[src/rtl/fa_design.sv]
// Registered ripple-carry full adder: {carry,sum} = a + b + c, one-cycle latency.
// Optional statistics counters are enabled by defining FA_STATS_EN.
module fa_design #(
  parameter int WIDTH = 1
) (
  input  logic             clk,
  input  logic             rst,
  input  logic             in_valid,
  input  logic [WIDTH-1:0] a,
  input  logic [WIDTH-1:0] b,
  input  logic             c,
  output logic             out_valid,
  output logic [WIDTH-1:0] sum,
  output logic             carry
`ifdef FA_STATS_EN
  ,
  output logic [15:0]      txn_count,
  output logic [15:0]      cout_count
`endif
);

  logic [WIDTH:0]   k;
  logic [WIDTH-1:0] s_comb;

  // Ripple chain of 1-bit full-adder cells, carry-in enters at bit 0.
  always_comb begin
    k      = '0;
    s_comb = '0;
    k[0]   = c;
    for (int i = 0; i < WIDTH; i++) begin
      s_comb[i] = a[i] ^ b[i] ^ k[i];
      k[i+1]    = (a[i] & b[i]) | (a[i] & k[i]) | (b[i] & k[i]);
    end
  end

  always_ff @(posedge clk) begin
    if (rst) begin
      sum       <= '0;
      carry     <= 1'b0;
      out_valid <= 1'b0;
    end else begin
      out_valid <= in_valid;
      // Result registers only load on a valid operand, so idle inputs are ignored.
      if (in_valid) begin
        sum   <= s_comb;
        carry <= k[WIDTH];
      end
    end
  end

`ifdef FA_STATS_EN
  always_ff @(posedge clk) begin
    if (rst) begin
      txn_count  <= 16'h0000;
      cout_count <= 16'h0000;
    end else if (in_valid) begin
      if (txn_count != 16'hFFFF) txn_count <= txn_count + 16'd1;
      if (k[WIDTH] && (cout_count != 16'hFFFF)) cout_count <= cout_count + 16'd1;
    end
  end
`endif

endmodule

[config.mk]
export PLATFORM = sky130hd
export DESIGN_NAME = fa_design
export DESIGN_NICKNAME = d
export VERILOG_FILES = /design/src/rtl/fa_design.sv
export SDC_FILE = /design/constraint.sdc
export NUM_CORES = 1
export LEC_CHECK = 0
export CORE_AREA = 2 2 39 41
export CTS_CLUSTER_DIAMETER = 100
export DETAILED_ROUTE_END_ITERATION = 7
export DIE_AREA = 0 0 41 43
export HOLD_SLACK_MARGIN = 0.1
export PLACE_DENSITY_LB_ADDON = 0.3
export SYNTH_ARGS = -nofsm -noshare
export SYNTH_HDL_FRONTEND = slang
export SYNTH_SLANG_ARGS = --single-unit
[constraint.sdc]
create_clock -name clk -period 1.1 [get_ports clk]
set_clock_uncertainty 0.1 [all_clocks]
set_input_delay 0.11 -clock clk [delete_from_list [all_inputs] [get_ports clk]]
set_output_delay 0.11 -clock clk [all_outputs]
set_load 0.05 [all_outputs]
==> results.ini, run 1 <==
[run_status]
outcome=completed

[critical_path]
cp-start-kind=input pin
crit_arrival_ns=1.02
critPathKind=in2reg
crit_buf_inv=1
crit_path_cell_trace=dlygate4sd2_1 -> fa_1 -> mux2i_1 -> nor2_1
crit_required_ns=1.13
max_stage_delay_ns=0.47
critical_path.top_delay_family=adder cells
path_max_fanout=1
crit_path_top_delay_cell=fa_1
end_kind=register
r2r_slack_ns=0.38

[timing]
setup_viol=0
fmax_mhz=1010
post-route-period-util_pct=90.4
rsz0062_at_grt=no
layout_setup_ws_ns=0.105
worst_pin_slew_ns=0.122
setup_tns_ns=0
slew_headroom_pct=91.7
min_period_ns=0.995
slew_viol_final=0
hold_violations=0

[yosys]
syn_nets=16
synth_cell_type_count=5
seq_area_frac_synth_pct=52.7
syn_area_um2=114
post_synth.cell_area_avg_um2=12.7
yosysWarnings=0
synth-seq-cells=3
syn_inst=9

[floorplanning]
initial_core_util_pct=8.23
coreArea_um2=1380
die_area_um2=1760
die_w_um=41
die_h_um=43
rows=14
io_pins=9

[place]
io_buffers=8
post-place-ws_ns=-0.340
place_inst=33
placed_area_um2=244
gp_congestion=0.584

[finish]
drive_gt1_share_pct=28.6
fin_cells=37
synthToLayoutAreaGrowth_pct=134
nets=29
final_area_um2=267
diodes=0

[power]
power.density_nw_per_um2=1540
max-vdd-ir-drop_mv=0.407
report.power.total_mw=0.411
power.static_leakage_nw=0.114

[detailed_routing]
wl_per_cell_um=7.89
vias_per_cell=3.00
num_vias=111
drt_wl_total_um=292
antenna_left=0
drtPass1Iterations=2
drt_iter0_drc=1
drc=0

[cts]
clockRootBuffer=clkbuf_4
clock_latency_ns=0.23
holdBufCountCts=0
cts_tree=yes
postCtsSetupBuffers=0
htreeDepth=1
cts.sinks=3
numCtsBuffers=3
cts_buffer_depth=2
clk_pin_slew_worst_paths_ns=0.04
cts.repair.resized=3

[min_path]
min_path_type=in2reg

[grt]
grt_pass1_wl_um=448
grt_max_degree=4
grt_pass1_vias=112
antenna_found_initial=0
grt-ovfl-total=0
grt.total_usage_pct=4.84

[flow_run]
max_cap_viol_count=0

-- placed cells by master (no fill, tap or decap) --
cell type and instances:
nor2_1 2, clkbuf_4 3, clkbuf_1 1, fa_1 1
clkdlybuf4s50_1 2, buf_12 3, mux2i_1 2, nor2b_1 1
dlygate4sd2_1 3, dfxtp_1 3
-- final timing paths --
check	startpoint	to	depth (start not counted)
hold / removal	b	sum	4
setup reg to reg	sum	sum	2
hold reg to reg	carry	carry	2
setup / recovery	a	sum	4
-- state kept, by name, indices dropped and copies added (netlist names) --
| register | flops |
|---|---|
| carry | 1 |
| sum | 1 |
| out_valid | 1 |
-- logic make-up after synthesis --
kind of cell,share of synthesized area (%)
adders and majority gates,17.6
muxes,17.6
and+or+nand+nor,12.1
DFF,52.7
-- cell type report --
class / instances / area [um2]
clock buffer: 4 / 26.3
tap: 16 / 20.0
timing repair buffer: 8 / 106
fill: 150 / 1120
multi-input combinational: 6 / 53.8
sequential: 3 / 60.1
-- Yosys cell counts, drive strengths merged --
library cell / instances / area [um2]
nor2: 2 / 7.51
nor2b: 1 / 6.26
dfxtp: 3 / 60.1
mux2i: 2 / 20.0
fa: 1 / 20.0
-- per-layer routing --
metal	global-route usage (%)	routed length, um	vias up
li1	-	-	52
met1	3.58	124	48
met2	5.00	106	9
met3	6.28	53	2
met4	6.00	8	0
met5	0	0	-
-- through the flow --
| stage | util, % | hold slack (ns) |
|---|---|---|
| finish | 19.3 | 0.318 |
| floorplan | - | 0.0816 |
| global placement | 17.6 | 0.441 |
| detailed placement | 17.6 | 0.461 |
| global route | 19.3 | 0.346 |
| CTS | 19.3 | 0.311 |
-- worst reg2reg max path: stages (launching register included) --
cell and delay, ns:
dfxtp_1 0.33, mux2i_1 0.13, nor2_1 0.05
-- report_power, final --
group	switching, mW	leakage, nW	internal, mW
combinational	0.0429	0.0744	0.0494
sequential	0.00788	0.0249	0.117
clock	0.0576	0.0150	0.136
No activity file was read; power rests on OpenSTA's default activity.
==> inputs of run 2 (changes only) <==
Settings changed: CTS_CLUSTER_SIZE set to 12, SLEW_MARGIN set to 20.
==> results of run 2 <==
No change in the layout: final DEF, timing and power equal those of run 1.
==> inputs of run 3 (changes only) <==
Settings changed: CTS_BUF_LIST set to sky130_fd_sc_hd__clkbuf_8, SETUP_SLACK_MARGIN set to 0.05.
==> results.ini, run 3 (synthesis results as in run 1) <==
[run_status]
outcome=completed  ; unchanged

[timing]
post-route-period-util_pct=90.1  ; was 90.4%
slew_viol_final=0  ; unchanged
fmax_mhz=1010  ; about the same
fin_hold_ws_ns=0.336  ; was 0.318 ns
setup_viol=0  ; unchanged
min_period_ns=0.991  ; was 0.995 ns
slew_headroom_pct=89.4  ; was 91.7%
rsz0062_at_grt=no  ; unchanged
worst_pin_slew_ns=0.159  ; was 0.122 ns
hold_violations=0  ; unchanged

[grt]
grt_pass1_wl_um=448  ; unchanged
grt_use_met2_pct=5.00  ; unchanged
grt-ovfl-total=0  ; unchanged
grt_pass1_vias=112  ; unchanged
grt.total_usage_pct=4.84  ; unchanged
grt_max_degree=4  ; unchanged
met1_usage_pct=3.58  ; unchanged
grt_util_met3_pct=6.28  ; unchanged
grt_busiest_layer=met3  ; unchanged
antenna_found_initial=0  ; unchanged

[detailed_routing]
wl_per_cell_um=7.97  ; was 7.89 um
drt_iter0_drc=1  ; unchanged
drtPass1Iterations=2  ; unchanged
num_vias=109  ; was 111
drc=0  ; unchanged
vias_per_cell=2.95  ; was 3.00
drt_wl_total_um=295  ; was 292 um
antenna_left=0  ; unchanged

[power]
power.static_leakage_nw=0.125  ; was 0.114 nW
power.density_nw_per_um2=1830  ; was 1540 nW/um2
max-vdd-ir-drop_mv=0.652  ; was 0.407 mV
report.power.total_mw=0.525  ; was 0.411 mW

[critical_path]
ff2ff_path_depth=2  ; unchanged
crit_arrival_ns=0.99  ; was 1.02 ns
critPathLaunch=c  ; was a
end_kind=register  ; unchanged
rr_startpoint=sum  ; unchanged
critPathKind=in2reg  ; unchanged
cp-start-kind=input pin  ; unchanged
path_max_fanout=1  ; unchanged
crit_required_ns=1.10  ; was 1.13 ns

[finish]
nets=29  ; unchanged
reg_top3=carry (1), out_valid (1), sum (1)  ; unchanged
diodes=0  ; unchanged
synthToLayoutAreaGrowth_pct=152  ; was 134%
mostFrequentLayoutCells=dfxtp_1, clkbuf_8, buf_12  ; was dfxtp_1, clkbuf_4, dlygate4sd2_1, buf_12
drive_gt1_share_pct=28.6  ; unchanged

[floorplanning]
die_w_um=41  ; unchanged
rows=14  ; unchanged
initial_core_util_pct=8.23  ; unchanged
die_h_um=43  ; unchanged
die_area_um2=1760  ; unchanged
coreArea_um2=1380  ; unchanged
io_pins=9  ; unchanged

[cts]
clockRootBuffer=clkbuf_8  ; was clkbuf_4
postCtsSetupBuffers=0  ; unchanged
numCtsBuffers=3  ; unchanged
htreeDepth=1  ; unchanged
clk_pin_slew_worst_paths_ns=0.03  ; was 0.04 ns
clock_latency_ns=0.21  ; was 0.23 ns
cts_tree=yes  ; unchanged
cts.sinks=3  ; unchanged
cts_buffer_depth=2  ; unchanged

[place]
io_buffers=8  ; unchanged
gp_congestion=0.584  ; unchanged

[min_path]
min_from=b  ; unchanged
min_path_type=in2reg  ; unchanged
min_path_cells=4  ; unchanged

[flow_run]
max_cap_viol_count=0  ; unchanged

[run 3: changes by cell type in the layout (fill, tap and decap cells not counted)]
cell | previous run | this run
inv_1 | 0 | 1
clkdlybuf4s15_1 | 0 | 1
clkbuf_4 | 3 | 0
clkbuf_1 | 1 | 0
clkbuf_8 | 0 | 3
dlygate4sd2_1 | 3 | 2
[run 3: worst max-delay path, stage by stage]
cell and delay (ns):
dlygate4sd2_1 0.24, fa_1 0.44, mux2i_1 0.14, nor2_1 0.06
[run 3: area by class of cell]
cell class,instances,area [um2]
clock buffers,3,41.3
clock inverters,1,3.75
fillers,148,1100
multi-input cells,6,53.8
flip-flops and latches,3,60.1
well taps,16,20.0
repair buffers,8,108
[run 3: layer usage]
metal	part of all wire, %	wire (um)	vias up
met5	0	0	-
met4	0	0	0
met3	17	51	0
met2	39	114	9
met1	44	129	48
li1	-	-	52
[run 3: final timing paths]
path | to | slack [ns]
min | carry | 0.34
min reg2reg | carry | 0.46
max reg2reg | sum | 0.37
max | sum | 0.11
[run 3: what timing repair did]
action,in CTS,in global routing
cloned,0,0
hold buffers,0,0
gates resized for setup,3,1
pin swaps,1,2
setup endpoints to repair,2,1
[run 3: where the power goes]
part / internal [mW] / total [mW] / switching, mW
registers: 0.118 / 0.126 / 0.00788
logic: 0.0500 / 0.0927 / 0.0427
clock network: 0.237 / 0.307 / 0.0697
[run 3: metrics by stage]
stage	setup slack, ns	setup TNS (ns)	util (%)	cells	instance area, um2
after global placement	-0.303	-0.553	17.6	33	244
after global routing	0.0665	0	20.7	37	287
after floorplan	0.118	0	-	9	114
final	0.109	0	20.7	37	287
after detailed placement	-0.340	-0.629	17.6	33	244
after CTS	0.0798	0	20.6	37	285
